**config.mk**
```make
export PLATFORM = sky130hd
export DESIGN_NAME = arrow_hit_detect
export DESIGN_NICKNAME = d
export VERILOG_FILES = /design/src/rtl/arrow_hit_detect.sv
export SDC_FILE = /design/constraint.sdc
export NUM_CORES = 1
export LEC_CHECK = 0
export ABC_CLOCK_PERIOD_IN_PS = 1900
export BUFFER_PORTS_ARGS = -buffer_cell sky130_fd_sc_hd__buf_2
export CAP_MARGIN = 20
export CORE_ASPECT_RATIO = 1.5
export CORE_MARGIN = 2
export CORE_UTILIZATION = 25
export CTS_CLUSTER_SIZE = 14
export DETAILED_ROUTE_END_ITERATION = 8
export GPL_TIMING_DRIVEN = 0
export PLACE_DENSITY_LB_ADDON = 0.12
export SYNTH_ARGS = -nofsm -noshare
export SYNTH_HDL_FRONTEND = slang
export SYNTH_SLANG_ARGS = --single-unit
```
**constraint.sdc**
```tcl
create_clock -name clk -period 1.9 [get_ports clk]
set_input_delay 0.095 -clock clk [delete_from_list [all_inputs] [get_ports clk]]
set_output_delay 0.095 -clock clk [all_outputs]
set_load 0.05 [all_outputs]
```
**src/rtl/arrow_hit_detect.sv**
```systemverilog
// arrow_hit_detect: per-frame arrow collision arbiter producing crash/hit pulses
// Ports:
//   clk, resetN        clock, asynchronous active-low reset
//   startOfFrame       one-cycle frame boundary pulse
//   arrowTopY          arrow top Y, 11'h7FF when no arrow is in flight
//   arrowDR/ballDR/borderDR  pixel drawing requests of arrow, balls, border
//   crash              one-cycle pulse telling the mover to retire the arrow
//   ballHit            one-hot struck ball, coincident with crash
//   ceilingHit         crash caused by ceiling/border only
//   hitCount           saturating ball-hit count since reset
module arrow_hit_detect #(
    parameter int          NUM_BALLS       = 4,
    parameter logic [10:0] TOP_Y           = 11'd8,
    parameter int          MAX_WAIT_FRAMES = 4
) (
    input  logic                 clk,
    input  logic                 resetN,
    input  logic                 startOfFrame,
    input  logic [10:0]          arrowTopY,
    input  logic                 arrowDR,
    input  logic [NUM_BALLS-1:0] ballDR,
    input  logic                 borderDR,
    output logic                 crash,
    output logic [NUM_BALLS-1:0] ballHit,
    output logic                 ceilingHit,
    output logic [7:0]           hitCount
);
    localparam int          CW       = $clog2(MAX_WAIT_FRAMES + 1);
    localparam logic [10:0] NO_ARROW = 11'h7FF;
    typedef enum logic [1:0] {ARMED, REPORT, WAIT_CLEAR} state_t;
    state_t               state_q, state_d;
    logic [NUM_BALLS-1:0] ball_flag_q, ball_flag_d;
    logic                 wall_flag_q, wall_flag_d;
    logic [CW-1:0]        wait_cnt_q, wait_cnt_d;
    logic                 crash_q, crash_d;
    logic [NUM_BALLS-1:0] ball_hit_q, ball_hit_d;
    logic                 ceil_hit_q, ceil_hit_d;
    logic [7:0]           hit_cnt_q, hit_cnt_d;
    logic                 active, wall_any, ceil;
    logic [NUM_BALLS-1:0] ball_any, lowest_ball;
    always_comb begin
        active      = arrowTopY != NO_ARROW;
        // the current pixel is folded in so the startOfFrame cycle counts too
        ball_any    = ball_flag_q | ({NUM_BALLS{active & arrowDR}} & ballDR);
        wall_any    = wall_flag_q | (active & arrowDR & borderDR);
        ceil        = active & (arrowTopY <= TOP_Y);
        lowest_ball = ball_any & (~ball_any + NUM_BALLS'(1));
        state_d     = state_q;
        ball_flag_d = '0;
        wall_flag_d = 1'b0;
        wait_cnt_d  = wait_cnt_q;
        crash_d     = 1'b0;
        ball_hit_d  = '0;
        ceil_hit_d  = 1'b0;
        hit_cnt_d   = hit_cnt_q;
        case (state_q)
            ARMED: begin
                if (startOfFrame) begin
                    if (|ball_any || wall_any || ceil) begin
                        state_d    = REPORT;
                        crash_d    = 1'b1;
                        ball_hit_d = lowest_ball;
                        ceil_hit_d = ~|ball_any;
                        hit_cnt_d  = (|ball_any && hit_cnt_q != 8'hFF) ? hit_cnt_q + 8'd1 : hit_cnt_q;
                    end
                end else begin
                    ball_flag_d = ball_any;
                    wall_flag_d = wall_any;
                end
            end
            REPORT: begin
                state_d    = WAIT_CLEAR;
                wait_cnt_d = '0;
            end
            WAIT_CLEAR: begin
                // frame timeout guards against a mover that never clears the arrow
                if (!active) begin
                    state_d = ARMED;
                end else if (startOfFrame) begin
                    wait_cnt_d = wait_cnt_q + CW'(1);
                    state_d    = (wait_cnt_d == CW'(MAX_WAIT_FRAMES)) ? ARMED : WAIT_CLEAR;
                end
            end
            default: state_d = ARMED;
        endcase
    end
    always_ff @(posedge clk or negedge resetN) begin
        if (!resetN) begin
            state_q     <= ARMED;
            ball_flag_q <= '0;
            wall_flag_q <= 1'b0;
            wait_cnt_q  <= '0;
            crash_q     <= 1'b0;
            ball_hit_q  <= '0;
            ceil_hit_q  <= 1'b0;
            hit_cnt_q   <= 8'd0;
        end else begin
            state_q     <= state_d;
            ball_flag_q <= ball_flag_d;
            wall_flag_q <= wall_flag_d;
            wait_cnt_q  <= wait_cnt_d;
            crash_q     <= crash_d;
            ball_hit_q  <= ball_hit_d;
            ceil_hit_q  <= ceil_hit_d;
            hit_cnt_q   <= hit_cnt_d;
        end
    end
    assign crash      = crash_q;
    assign ballHit    = ball_hit_q;
    assign ceilingHit = ceil_hit_q;
    assign hitCount   = hit_cnt_q;
endmodule

```
==> impl_metrics.yaml, run 1 <==
cells_and_area:
  layout_commonest_cell: "buf_2"
  area_growth_pct: 29.4
  diodes: 0
  fin_nets: 175
  layout_common_cells: "buf_2 (33), dfrtp_1 (22), nor2_1 (10)"
  fin_util_pct: 33.9
  fin_area_sq_um: 1540
  drive_above_1_share_pct: 34.4
logic_synthesis:
  synth_seq_area_share_pct: 50.5
  synthArstFlopShare_pct: 100
  synth_area_leaders: "dfrtp_1 (51%), xnor2_1 (4.4%), ha_1 (3.2%), nor2_1 (3.2%), nand2_1 (2.8%)"
  synth.top_cell.area_share_pct: 50.5
  synth_cells: 110
  ys.warnings.count: 0
  yosysTopAreaCell: "dfrtp_1"
  ys_ff_latch: 24
  synthFlopType: "dfrtp_1"
  synth_nets: 133
  yosysUniqueCellTypes: 37
  post_synth.cell_area_avg_sq_um: 10.8
  synth_edf_count: 0
  synth_area_sq_um: 1190
critical_path:
  end_kind: "flip-flop"
  required_ns: 2.10
  critPathKind: "flip-flop to flip-flop"
  arrival_ns: 1.99
  crit_path_start_kind: "flip-flop"
  cp_max_fo: 6
global_routing:
  grt_antenna_before_repair: 0
  grt-ovfl-total: 0
  grt_max_degree: 25
  grt_pass1_wl_um: 4710
  grt_use_met1_pct: 15.3
  met2_usage_pct: 19.1
  grt_pass1_vias: 992
  grt.busiest_layer: "met2"
  gr-usage-all-layers_pct: 11.7
  met3_usage_pct: 1.46
placement:
  portBuffers: 33
  dpl_cell_area_sq_um: 1450
  gp_congestion: 0.824
  place_hpwl_um: 2180
cts:
  cts_made_buffers: 3
  cts_tree: "built"
  clockRootBuffer: "clkbuf_8"
  cts.clk_slew.worst_paths_ns: 0.09
  cts_sinks: 24
  clockBufferDepth: 2
  h-tree-depth: 1
  clk_latency_ns: 0.27
timing:
  tightest_slew_ns: 0.556
  fin_setup_tns_ns: 0
  min_period_ns: 1.79
  max_freq_mhz: 557
  hold_viol: 0
  rsz0062_at_grt: "false"
  maxSlewViolCount: 0
  finalClockSkew_ns: 0.00627
  setup-violations-final: 0
  timing.final.crit_share_pct: 94.4
  holdWs_ns: 0.0957
  slew_headroom_pct: 62.9
floorplan:
  pin_count: 34
  dieArea_sq_um: 5330
  rows: 30
  dieWidth_um: 60.3
  die_h_um: 88.5
  initial_utilization_pct: 26.2
  coreArea_sq_um: 4540
power:
  power.leakage_nw: 0.698
  p_total_mw: 1.88
  ir_drop_mv: 0.646
  power.density_nw_per_um2: 1220
run:
  cap_violations: 0
hold_path:
  min_path_type: "input pin to flip-flop"
detailed_routing:
  post-route-drc-count: 0
  drt-total-wl_um: 2890
  ant_nets: 0
  drt_first_iter_violations: 26
  wl_per_cell_um: 13.4
  viasPerCell: 4.78
  drtPass1Iterations: 4
  vias: 1027
run_status:
  status: "completed"
==> synth_stat cells, types with 2 or more instances <==
library cell  number
dfrtp_1           24
nor2_1            10
nand2_1            9
xnor2_1            6
a21oi_1            5
nand3_1            5
nand4_1            5
a31oi_1            3
ha_1               3
inv_1              3
nor3_1             3
o211ai_1           3
o311ai_0           3
or4_1              3
o21ai_0            2
xor2_1             2
==> flip-flops by register name, indices dropped and copies added (netlist names) <==
signal and cells:
ball_flag_q 4, ceilingHit 1, wait_cnt_q 3, ballHit 4, crash 1, wall_flag_q 1
hitCount 8, state_q 2
==> critical path, cell delays in order, from the launching register on <==
cell and delay [ns]:
dfrtp_1 0.43, or4_4 0.57, a21oi_1 0.26, nor3_4 0.11, buf_4 0.15, nand4_1 0.09, xnor2_1 0.12
==> layout make-up <==
class / instances / area, sq um
clock buffer: 4 / 45.0
multi-input combinational: 83 / 601
sequential: 24 / 603
tap: 64 / 80.1
inverter: 3 / 11.3
fill: 485 / 3000
timing repair buffer: 37 / 198
==> kinds of logic (layout without fill, tap and decap cells) <==
kind of cell    after synthesis  in the layout  share of synthesized area (%)
mux                           1              1                           1.26
simple gates                 49             49                           25.2
fa+ha+maj                     3              3                           3.16
compound gates               22             22                           13.1
xor+xnor                      8              8                           5.89
buf+inv                       3             44                          0.947
flops                        24             24                           50.5
==> path summary, 6_finish.rpt <==
path	start	depth (start not counted)	to	slack (ns)
max reg2reg	ball_flag_q[2]	6	hitCount[4]	0.11
max	ball_flag_q[2]	6	hitCount[4]	0.11
max in group asynchronous	resetN	2	hitCount[1]	1.15
min	borderDR	3	wall_flag_q	0.1
min reg2reg	hitCount[7]	1	hitCount[7]	0.50
min in group asynchronous	resetN	2	wait_cnt_q[0]	0.35
==> metrics by stage <==
stage / std cells / setup WS, ns
final: 215 / 0.106
after global placement: 207 / 0.0266
after floorplan: 110 / 0.00670
after detailed placement: 207 / 0.0279
after global routing: 215 / 0.0304
after CTS: 212 / 0.00600
==> per-layer routing <==
metal  vias up  wire, um
li1        495         -
met1       503      1250
met2        27      1510
met3         2       106
met4         0        28
met5         -         0
==> timing repair <==
action	CTS	global route
hold endpoints to repair	24	0
endpoints found under the setup margin	0	2
hold buffers	1	0
setup buffers	0	3
gates resized for setup	0	2
==> power breakdown <==
group	internal [mW]	switching (mW)
sequential	0.634	0.163
combinational	0.280	0.486
clock	0.150	0.165
Power figures use the tool's default switching activity.
==> inputs of run 2 (changes only) <==
--- a/config.mk
+++ b/config.mk
@@ -8,9 +8,11 @@
 export ABC_CLOCK_PERIOD_IN_PS = 1900
 export BUFFER_PORTS_ARGS = -buffer_cell sky130_fd_sc_hd__buf_2
 export CAP_MARGIN = 20
+export CELL_PAD_IN_SITES_DETAIL_PLACEMENT = 0
+export CELL_PAD_IN_SITES_GLOBAL_PLACEMENT = 2
 export CORE_ASPECT_RATIO = 1.5
 export CORE_MARGIN = 2
-export CORE_UTILIZATION = 25
+export CORE_UTILIZATION = 31
 export CTS_CLUSTER_SIZE = 14
 export DETAILED_ROUTE_END_ITERATION = 8
 export GPL_TIMING_DRIVEN = 0
==> run 2 against run 1 <==
Compared with the run above: critical path depth stayed put; clock skew is 0.0071 ns higher; global-route usage is 2.0 points higher; register-to-register slack hardly changed; total power is 6.6% higher; worst setup slack worse by 0.0018 ns; non-clock buffer count stayed put; sequential power hardly changed; sequential share of layout area is 0.29 points higher; die area is 18% lower; first-iteration DRC count is 27% lower; clock-buffer cell count is 1 lower; highest routed layer unchanged.
==> impl_metrics.yaml, run 2 (synthesized netlist as in run 1, its figures left out) <==
run_status:
  status: "completed"
global_routing:
  grt-ovfl-total: 0
  grt_pass1_vias: 965
  grt_pass1_wl_um: 4440
  grt_antenna_before_repair: 0
  gr-usage-all-layers_pct: 13.7
  grt_max_degree: 25
timing:
  hold_viol: 0
  fin_setup_tns_ns: 0
  max_freq_mhz: 557
  timing.final.crit_share_pct: 94.5
  finalClockSkew_ns: 0.0134
  maxSlewViolCount: 0
  min_period_ns: 1.80
  setup-violations-final: 0
  setup_ws_ns: 0.104
  slew_headroom_pct: 62.5
  tightest_slew_ns: 0.563
  rsz0062_at_grt: "false"
cells_and_area:
  largest_reg_flops: 8
  layout_commonest_cell: "buf_2"
  diodes: 0
  n_fill_cell: 389
  layout_common_cells: "buf_2 (33), dfrtp_1 (22), nor2_1 (10)"
  drive_above_1_share_pct: 34.4
  fin_util_pct: 41.5
  fin_nets: 175
  instances_no_fill: 194
  fin_area_sq_um: 1530
  area_growth_pct: 28.4
placement:
  gp_congestion: 0.725
  dpl_cell_area_sq_um: 1420
  portBuffers: 33
  place_hpwl_um: 2060
  placed_cells: 186
  pre_cts_ws_ns: 0.0421
critical_path:
  crit_chain: "or4_4 -> nor4_2 -> nor3_4 -> buf_4 -> nand4_1 -> xnor2_1"
  cpPeakStageDelay_ns: 0.56
  end_kind: "flip-flop"
  critPathKind: "flip-flop to flip-flop"
  crit_path_start_kind: "flip-flop"
  crit_slowest_cell: "or4_4"
  arrival_ns: 1.98
  reg2reg_slack_ns: 0.10
  required_ns: 2.08
  cp_max_fo: 6
cts:
  clk_latency_ns: 0.27
  cts_resized: 0
  clockRootBuffer: "clkbuf_8"
  cts_sinks: 24
  clockBufferDepth: 2
  cts_tree: "built"
  cts.clk_slew.worst_paths_ns: 0.09
  cts_made_buffers: 3
  h-tree-depth: 1
detailed_routing:
  drt-total-wl_um: 2740
  viasPerCell: 5.19
  drtPass1Iterations: 4
  post-route-drc-count: 0
  wl_per_cell_um: 14.1
  ant_nets: 0
  drt_first_iter_violations: 19
  vias: 1006
floorplan:
  pin_count: 34
  dieArea_sq_um: 4360
  die_h_um: 79.8
  dieWidth_um: 54.6
  rows: 27
  initial_utilization_pct: 32.3
  coreArea_sq_um: 3680
power:
  power.density_nw_per_um2: 1310
  ir_drop_mv: 0.766
  power.leakage_nw: 0.706
run:
  cap_violations: 0
hold_path:
  min_path_type: "input pin to flip-flop"
[run 2: cell types whose count changed in the layout (fill, tap and decap cells not counted)]
cell / previous run / this run
bufinv_16: 0 / 1
nor4_4: 1 / 0
or3b_1: 0 / 1
nor4_2: 0 / 1
or3b_4: 1 / 0
clkbuf_1: 1 / 0
[run 2: final timing paths]
| path | from | endpoint | cells past startpoint |
|---|---|---|---|
| worst min-delay path | borderDR | wall_flag_q | 3 |
| min in group asynchronous | resetN | ball_flag_q[1] | 2 |
| worst max register to register | ball_flag_q[2] | hitCount[4] | 6 |
| worst min register to register | wall_flag_q | wall_flag_q | 2 |
| max in group asynchronous | resetN | hitCount[1] | 2 |
| worst max-delay path | ball_flag_q[2] | hitCount[4] | 6 |
[run 2: report_power, final]
part	switching [mW]	internal (mW)	total [mW]	leakage, nW
clock	0.162	0.281	0.443	0.0357
combinational	0.487	0.276	0.763	0.353
sequential	0.162	0.634	0.796	0.318
total	0.811	1.19	2.00	0.706
[run 2: layer usage]
metal  track usage [%]  up-vias  share of wire (%)
met2              21.1       30                 49
met1              19.5      481                 46
met4              4.50        0               0.66
li1                  -      493                  -
met5                 0        -                  0
met3              1.87        2                4.6
[run 2: cell type report]
class | count | area [sq um] | area share, %
clock inverters | 1 | 30.0 | 1.97
clock buffers | 3 | 41.3 | 2.70
well taps | 43 | 53.8 | 3.52
multi-input cells | 83 | 589 | 38.6
repair buffers | 37 | 198 | 13.0
inverters | 3 | 11.3 | 0.738
flip-flops and latches | 24 | 603 | 39.5
[run 2: through the flow]
stage	hold slack (ns)	total power, mW
floorplan	-0.201	1.33
global placement	0.109	1.53
detailed placement	0.126	1.55
CTS	0.0779	2.00
global route	0.136	2.13
finish	0.0809	2.00
[run 2: critical path, delay by kind of cell, from the launching register on]
kind	cells	cell delay, ns
simple gates	4	1.01
flops	1	0.43
buf+inv	1	0.15
xor+xnor	1	0.12
[run 2: timing repair]
item / CTS / global route
hold endpoints to repair: 24 / 0
hold buffers: 1 / 0
setup endpoints to repair: 0 / 1
buffers inserted: 0 / 3
==> inputs of run 3 (changes only) <==
--- a/config.mk
+++ b/config.mk
@@ -6,15 +6,15 @@
 export NUM_CORES = 1
 export LEC_CHECK = 0
 export ABC_CLOCK_PERIOD_IN_PS = 1900
-export BUFFER_PORTS_ARGS = -buffer_cell sky130_fd_sc_hd__buf_2
 export CAP_MARGIN = 20
 export CELL_PAD_IN_SITES_DETAIL_PLACEMENT = 0
 export CELL_PAD_IN_SITES_GLOBAL_PLACEMENT = 2
 export CORE_ASPECT_RATIO = 1.5
 export CORE_MARGIN = 2
-export CORE_UTILIZATION = 31
+export CORE_UTILIZATION = 37
 export CTS_CLUSTER_SIZE = 14
 export DETAILED_ROUTE_END_ITERATION = 8
+export DONT_BUFFER_PORTS = 1
 export GPL_TIMING_DRIVEN = 0
 export PLACE_DENSITY_LB_ADDON = 0.12
 export SYNTH_ARGS = -nofsm -noshare
==> run 3 against run 2 <==
Compared with the run above: hold slack got worse by 0.073 ns; total power decreased by 4.3%; via count is 12% lower; largest power group unchanged; global-route usage increased by 2.6 points.
==> impl_metrics.yaml, run 3 (synthesized netlist as in run 1, its figures left out) <==
critical_path:
  end_kind: "flip-flop"
  cp_max_fo: 7
  critPathKind: "flip-flop to flip-flop"
  path_buf_inv: 1
  cpPeakStageDelay_ns: 0.58
  crit_path_start_kind: "flip-flop"
  crit_slowest_cell: "or4_4"
  crit_chain: "or4_4 -> nor4_4 -> nor3_4 -> buf_6 -> mux2_4"
  required_ns: 2.05
  path_delay_family: "simple AND/OR/NAND/NOR gates"
  arrival_ns: 1.98
timing:
  hold_viol: 0
  fin_setup_tns_ns: 0
  tightest_slew_ns: 0.614
  timing.final.crit_share_pct: 96.1
  maxSlewViolCount: 0
  holdWs_ns: 0.00829
  min_period_ns: 1.83
  rsz0062_at_grt: "true"
  finalClockSkew_ns: 0.00840
  setup-violations-final: 0
  max_freq_mhz: 547
  slew_headroom_pct: 59.1
cells_and_area:
  regArea_sq_um: 607
  fin_nets: 142
  layout_commonest_cell: "dfrtp_1"
  largest_reg_flops: 8
  instances_no_fill: 158
  layout_common_cells: "dfrtp_1 (19), nor2_1 (10), nand2_1 (9)"
  fin_area_sq_um: 1390
  multi_input_area_sq_um: 602
  diodes: 0
  area_growth_pct: 17.2
  drive_above_1_share_pct: 18.6
  n_fill_cell: 307
floorplan:
  dieArea_sq_um: 3690
  pin_count: 34
  coreArea_sq_um: 3100
  rows: 25
  die_h_um: 73.4
  dieWidth_um: 50.3
  initial_utilization_pct: 38.4
power:
  power.density_nw_per_um2: 1380
  switching_share_pct: 40.7
  p_total_mw: 1.92
  combPwrFrac_pct: 23.1
  power.leakage_nw: 0.563
  internal-power_mw: 1.14
  seqPwrFrac_pct: 53.9
  p_sw_uw: 781
  pwr-share-clk_pct: 23.0
  ir_drop_mv: 0.812
global_routing:
  grt_max_degree: 25
  grt_pass1_wl_um: 4570
  grt_antenna_before_repair: 0
  gr-usage-all-layers_pct: 16.3
  grt-ovfl-total: 0
  grt_pass1_vias: 954
cts:
  clk_latency_ns: 0.27
  cts_made_buffers: 3
  cts_sinks: 24
  cts.clk_slew.worst_paths_ns: 0.09
  clockBufferDepth: 2
  cts_tree: "built"
  h-tree-depth: 1
  clockRootBuffer: "clkbuf_8"
run:
  cap_violations: 0
placement:
  gp_congestion: 0.715
  place_hpwl_um: 1920
  portBuffers: 0
  placed_cells: 150
  dpl_cell_area_sq_um: 1250
detailed_routing:
  viasPerCell: 5.61
  vias: 887
  wl_per_cell_um: 16.5
  post-route-drc-count: 0
  drt-total-wl_um: 2600
  drt_first_iter_violations: 14
  ant_nets: 0
  drtPass1Iterations: 4
hold_path:
  min_path_type: "input pin to flip-flop"
run_status:
  status: "completed"
run 3: cell types whose count changed in the layout (fill, tap and decap cells not counted), sizes merged:
cell / before / now
dlygate4sd3: 1 / 2
buf: 36 / 2
run 3: per-stage QoR:
step,util [%],worst slack [ns]
finish,45.0,0.0732
global route,45.0,-0.00249
CTS,44.4,-0.00736
detailed placement,40.5,-0.145
global placement,40.5,-0.125
floorplan,-,0.00670
run 3: what timing repair did:
action	in CTS	in global routing
gates cloned	0	0
setup endpoints to repair	1	3
buffers inserted	1	0
hold buffers	3	0
pin swaps	1	0
hold endpoints to repair	25	0
resized for setup	3	3
run 3: worst paths after layout:
path / start / endpoint / slack [ns] / cells past startpoint
worst max-delay path: ball_flag_q[2] / hitCount[1] / 0.07 / 5
worst min-delay path: ballDR[3] / ball_flag_q[3] / 0.008 / 2
worst max register to register: ball_flag_q[2] / hitCount[1] / 0.07 / 5
worst min register to register: wall_flag_q / wall_flag_q / 0.52 / 2
max in group asynchronous: resetN / hitCount[5] / 1.45 / 2
min in group asynchronous: resetN / ball_flag_q[3] / 0.28 / 2
run 3: area by class of cell:
type                            count  share of cell area, %
Timing Repair Buffer                4                   3.68
Clock buffer                        3                   2.96
Tap cell                           40                   3.59
Sequential cell                    24                   43.6
Inverter                            3                  0.809
Clock inverter                      1                   2.16
Multi-Input combinational cell     83                   43.2
run 3: routing by layer:
layer  wire [um]  up-vias  track usage [%]
li1            -      427                -
met1        1160      432             21.4
met2        1300       24             26.3
met3         103        4             2.64
met4          44        0             7.41
met5           0        -                0
run 3: power groups by stage:
stage / Sequential (mW) / Clock [mW] / Combinational, mW
global placement: 1.03 / 0 / 0.397
finish: 1.03 / 0.441 / 0.443
floorplan: 0.998 / 0 / 0.335
global route: 1.06 / 0.481 / 0.507
CTS: 1.04 / 0.459 / 0.440
detailed placement: 1.04 / 0 / 0.411
